$ cat src/rtl/parking_pkg.sv
// Shared types and constants for the parking-lot sensor stimulus driver.
// Latency: n/a (declarations only).
// Backpressure: n/a.
package parking_pkg;

    typedef enum logic [2:0] {
        ST_IDLE = 3'd0,
        ST_P1   = 3'd1,
        ST_P2   = 3'd2,
        ST_P3   = 3'd3,
        ST_GAP  = 3'd4
    } state_t;

    localparam logic DIR_ENTRY = 1'b1;
    localparam logic DIR_EXIT  = 1'b0;

    // Blocked view of the two sensors: 1 means a vehicle covers the beam.
    typedef struct packed {
        logic a_blk;
        logic b_blk;
    } blk_t;

    // Entry crosses A (outer) first, exit crosses B (inner) first.
    // GAP is the vehicle clear of both beams before returning to IDLE.
    localparam blk_t ENTRY_P1  = 2'b10;
    localparam blk_t ENTRY_P2  = 2'b11;
    localparam blk_t ENTRY_P3  = 2'b01;
    localparam blk_t ENTRY_GAP = 2'b00;
    localparam blk_t EXIT_P1   = 2'b01;
    localparam blk_t EXIT_P2   = 2'b11;
    localparam blk_t EXIT_P3   = 2'b10;
    localparam blk_t EXIT_GAP  = 2'b00;

    localparam logic [2:0] OCC_MAX = 3'd7;

    // Blocked pattern to present while in a given state for a given direction.
    function automatic blk_t phase_blk(input state_t st, input logic dir);
        blk_t b;
        b = 2'b00;
        case (st)
            ST_P1:   b = (dir == DIR_ENTRY) ? ENTRY_P1  : EXIT_P1;
            ST_P2:   b = (dir == DIR_ENTRY) ? ENTRY_P2  : EXIT_P2;
            ST_P3:   b = (dir == DIR_ENTRY) ? ENTRY_P3  : EXIT_P3;
            ST_GAP:  b = (dir == DIR_ENTRY) ? ENTRY_GAP : EXIT_GAP;
            default: b = 2'b00;
        endcase
        return b;
    endfunction

endpackage

$ cat src/rtl/dwell_timer.sv
// Phase dwell timer: load a count, decrement while running, flag the last cycle.
// Latency: expire is combinational from the count; a load of N gives expire N cycles later.
// Backpressure: none; load takes priority over counting.
module dwell_timer #(
    parameter int CNT_W = 16
) (
    input  logic             clk,
    input  logic             reset,
    input  logic             load,
    input  logic             run,
    input  logic [CNT_W-1:0] load_val,
    output logic             expire
);

    logic [CNT_W-1:0] cnt;

    // Count down toward zero while running; a load restarts the dwell.
    always_ff @(posedge clk) begin
        if (reset) begin
            cnt <= '0;
        end else if (load) begin
            cnt <= load_val;
        end else if (run && (cnt != '0)) begin
            cnt <= cnt - CNT_W'(1);
        end
    end

    assign expire = run && (cnt == '0);

endmodule

$ cat src/rtl/car_sensor_driver.sv
// Drives active-low A/B car sensors through one entry/exit passage and tracks occupancy.
// Latency: 4*DWELL_CYCLES busy cycles per passage; done one cycle after the last GAP cycle.
// Backpressure: start is only taken while ready=1; starts while busy are dropped.
module car_sensor_driver
    import parking_pkg::*;
#(
    parameter int DWELL_CYCLES = 16,
    parameter int CNT_W        = 16
) (
    input  logic       clk,
    input  logic       reset,
    input  logic       start,
    input  logic       dir,
    output logic       ready,
    output logic       sensor_a,
    output logic       sensor_b,
    output logic       done,
    output logic [2:0] exp_count
);

    localparam logic [CNT_W-1:0] DWELL_LOAD = CNT_W'(DWELL_CYCLES - 1);

    state_t     state;
    state_t     state_nxt;
    logic       dir_q;
    logic       dir_nxt;
    logic       tmr_load;
    logic       tmr_run;
    logic       tmr_expire;
    blk_t       blk_nxt;
    logic       ready_nxt;
    logic       done_nxt;
    logic [2:0] count_nxt;

    dwell_timer #(
        .CNT_W(CNT_W)
    ) u_dwell_timer (
        .clk     (clk),
        .reset   (reset),
        .load    (tmr_load),
        .run     (tmr_run),
        .load_val(DWELL_LOAD),
        .expire  (tmr_expire)
    );

    // State and latched direction register.
    always_ff @(posedge clk) begin
        if (reset) begin
            state <= ST_IDLE;
            dir_q <= DIR_EXIT;
        end else begin
            state <= state_nxt;
            dir_q <= dir_nxt;
        end
    end

    // Phase sequencing and next values for the registered outputs.
    always_comb begin
        state_nxt = state;
        dir_nxt   = dir_q;
        tmr_load  = 1'b0;
        tmr_run   = (state != ST_IDLE);
        done_nxt  = 1'b0;
        count_nxt = exp_count;

        case (state)
            ST_IDLE: begin
                if (start) begin
                    state_nxt = ST_P1;
                    dir_nxt   = dir;
                    tmr_load  = 1'b1;
                end
            end
            ST_P1: begin
                if (tmr_expire) begin
                    state_nxt = ST_P2;
                    tmr_load  = 1'b1;
                end
            end
            ST_P2: begin
                if (tmr_expire) begin
                    state_nxt = ST_P3;
                    tmr_load  = 1'b1;
                end
            end
            ST_P3: begin
                if (tmr_expire) begin
                    state_nxt = ST_GAP;
                    tmr_load  = 1'b1;
                end
            end
            ST_GAP: begin
                if (tmr_expire) begin
                    state_nxt = ST_IDLE;
                    done_nxt  = 1'b1;
                    if (dir_q == DIR_ENTRY) begin
                        if (exp_count != OCC_MAX) count_nxt = exp_count + 3'd1;
                    end else begin
                        if (exp_count != 3'd0) count_nxt = exp_count - 3'd1;
                    end
                end
            end
            default: begin
                state_nxt = ST_IDLE;
            end
        endcase

        blk_nxt   = phase_blk(state_nxt, dir_nxt);
        ready_nxt = (state_nxt == ST_IDLE);
    end

    // Outputs are registered from the next-state view so they line up with the state.
    always_ff @(posedge clk) begin
        if (reset) begin
            sensor_a  <= 1'b1;
            sensor_b  <= 1'b1;
            ready     <= 1'b1;
            done      <= 1'b0;
            exp_count <= 3'd0;
        end else begin
            sensor_a  <= ~blk_nxt.a_blk;
            sensor_b  <= ~blk_nxt.b_blk;
            ready     <= ready_nxt;
            done      <= done_nxt;
            exp_count <= count_nxt;
        end
    end

endmodule
$ cat config.mk
export PLATFORM = sky130hd
export DESIGN_NAME = car_sensor_driver
export DESIGN_NICKNAME = d
export VERILOG_FILES = /design/src/rtl/parking_pkg.sv /design/src/rtl/dwell_timer.sv /design/src/rtl/car_sensor_driver.sv
export SDC_FILE = /design/constraint.sdc
export NUM_CORES = 1
export LEC_CHECK = 0
export ABC_CLOCK_PERIOD_IN_PS = 2100
export CORE_MARGIN = 2
export CORE_UTILIZATION = 50
export DETAILED_ROUTE_END_ITERATION = 7
export PLACE_DENSITY = 0.83
export SLEW_MARGIN = 15
export SYNTH_ARGS = -nofsm -noshare
export SYNTH_HDL_FRONTEND = slang
export SYNTH_SLANG_ARGS = --single-unit
$ cat constraint.sdc
create_clock -name clk -period 2.1 [get_ports clk]
set_clock_uncertainty 0.15 [all_clocks]
set_input_delay 0.21 -clock clk [delete_from_list [all_inputs] [get_ports clk]]
set_output_delay 0.21 -clock clk [all_outputs]
set_load 0.02 [all_outputs]
==> run metrics <==
Fmax achieved 0.4896 GHz; class of the most critical setup path reg2reg; Synth top cells by count dfxtp_1 (27), nor2_1 (21), nand3_1 (9), xor2_1 (9); pin count of the biggest net entering global routing 15; FILL cells 215; critical path endpoint u_dwell_timer.cnt[5]; GRT Overall Usage 0.2120; Max-Cap Viols 0; Setup crit end kind flip-flop; worst reg2reg setup slack 0.06 ns; PwrDens 953.4 nW/um^2; CP Launch Type flip-flop; Yosys cell types 46; P&R area growth vs syn 17.33%; hold crit path type reg2reg; FF-to-FF path depth 8; Final min period 2.042 ns; area leader, netlist dfxtp_1; Setup TNS Final 0 ns; synthesized cell area 1488 um^2; worst setup path startpoint u_dwell_timer.cnt[1]; Mapped Nets 171; DP HPWL 2484 um; post-synth top area share 0.3633; CP Data Arrival Time 2.11 ns; Post-synth EDFFs 0; Synth Flop Type dfxtp_1; clk_lat worst skew 0.31 ns; Post-DRT Antenna Nets 0; remaining global-route overflow 0; 1st-iter DRT viols 61; # diodes 0; H-tree levels 1; worst flop-to-flop path endpoint u_dwell_timer.cnt[5]; total power 1.664 mW; status finished, final reports clean; Chip Width 58.55 um; 1st-pass router iterations 4; initial core utilization 0.5349; slew at the pin closest to its max-slew limit 0.4704 ns; num rows 19; Vias 1349; CP Cell Sequence inv_2 > ha_2 > nor3b_4 > nand4_1 > buf_4 > nand3_1 > xor2_1 > nor2_1; most frequent cell after synthesis dfxtp_1; CTS sink count 27; share of layout cells above drive strength 1 0.2043; drt wl/cell 15.60 um; vias in the first global route 1291; relative slew slack 0.6835; global-route wire length before repair 5754 um; Worst path max stage delay 0.37 ns; Vias/cell 6.217; syn avg cell area 9.071 um^2; Synth async-reset ratio 0; Max clock buf depth 2; I/O Buffers 10; Leakage 0.6571 nW; Placer Congestion 0.8072; TritonCTS Buffers 3; Final Max Slew Viols 0; clock-pin slew on the worst setup and hold paths 0.14 ns; VDD IR max 0.0007488 V; crit path max-delay cell type dfxtp_2; Syn Inst Count 164; post-route DRC violation count 0; floorplan core area 2781 um^2; final wirelength 3385 um; DIE HEIGHT 58.55 um; hold buffers post-CTS 0; Worst R2R Start u_dwell_timer.cnt[1]; Warnings, synthesis 0; Fin. Hold Viols 0; synthesized flop and latch total 27; Root Buffer clkbuf_4; Design Area, Final 1745 um^2; CTS tree built; I/O pin count 11; DIE AREA 3428 um^2; period utilization 0.9725; synth top area cells dfxtp_1 (36%), nor2_1 (5.3%), xor2_1 (5.3%); DP Area 1687 um^2; register area share after synthesis 0.3633; final number of setup-violating endpoints 0; CP required 2.17 ns; initial antenna violation count 0; nets 194; crit path max fanout 5
critical path: cells and delay by family (launching register included):
| kind | cells | cell delay (ns) |
|---|---|---|
| xor gates and xnor gates | 1 | 0.18 |
| adders and majority gates | 1 | 0.17 |
| DFF | 1 | 0.37 |
| and+or+nand+nor | 4 | 0.75 |
| buffers and inverters | 2 | 0.34 |
cells in the final DEF, fill, tap and decap left out, types with 5 or more instances in the layout:
cell type        count
dfxtp_1             25
nor2_1              21
buf_4               15
clkdlybuf4s50_1     10
xor2_1               9
nand3_1              9
nor3_1               7
o21ai_0              7
a21oi_1              7
nand2_1              6
nor4_1               5
stage by stage:
stage,worst slack [ns],hold WS [ns],cells,util
final,0.05765,0.4220,217,0.6275
after global routing,-0.01151,0.4548,217,0.6275
after CTS,0.02119,0.4183,215,0.6163
after detailed placement,-0.1214,0.3947,211,0.6064
after global placement,-0.08435,0.3726,211,0.6064
after floorplan,0.1557,0.1615,164,-
flip-flops by register name, summed over array words and instances (netlist names):
name               flops
u_dwell_timer.cnt     16
sensor_b               1
state                  3
sensor_a               1
done                   1
dir_q                  1
exp_count              3
ready                  1
cells by family after synthesis:
group / after synthesis / synth area share
AO/OA/AOI/OAI: 27 / 0.1228
AND/OR/NAND/NOR: 78 / 0.3347
multiplexers: 5 / 0.03532
buffers and inverters: 11 / 0.03532
flip-flops: 27 / 0.3633
XOR/XNOR: 11 / 0.06477
adder cells (fa/ha/maj): 5 / 0.04373
metal layers:
layer | vias to the layer above | global-route usage | routed length (um)
met3 | 6 | 0.02857 | 151
li1 | 651 | - | -
met2 | 47 | 0.3756 | 1763
met1 | 645 | 0.2656 | 1414
met4 | 0 | 0.06645 | 55
met5 | - | 0 | 0
how the worst min path moves through the flow:
stage / endpoint / slack [ns] / depth (start not counted) / start
CTS: exp_count[2] / 0.42 / 2 / exp_count[2]
floorplan: ready / 0.16 / 1 / reset
global placement: u_dwell_timer.cnt[15] / 0.37 / 2 / u_dwell_timer.cnt[15]
global route: exp_count[2] / 0.45 / 2 / exp_count[2]
finish: u_dwell_timer.cnt[11] / 0.42 / 2 / u_dwell_timer.cnt[11]
detailed placement: exp_count[2] / 0.39 / 2 / exp_count[2]
final cells by class:
type,count,area (um^2),area share
inverters,4,15.01,0.008602
well taps,31,38.79,0.02222
clock buffers,4,26.28,0.01505
flip-flops and latches,27,543.0,0.3111
multi-input cells,126,909.6,0.5211
repair buffers,25,212.7,0.1219
timing repair:
| item | 4_1_cts | 5_1_grt |
|---|---|---|
| hold endpoints to repair | 0 | 0 |
| gates resized for setup | 1 | 8 |
| endpoints found under the setup margin | 1 | 19 |
| buffers inserted | 0 | 2 |
| pin swaps | 0 | 1 |
report_power, final:
part	leakage, nW	internal [mW]	total [mW]	switching, mW
combinational	0.421	0.367	0.790	0.423
sequential	0.221	0.578	0.658	0.0797
clock	0.0150	0.0741	0.216	0.142
total	0.657	1.02	1.66	0.644
(Power assumes the default switching activity.)
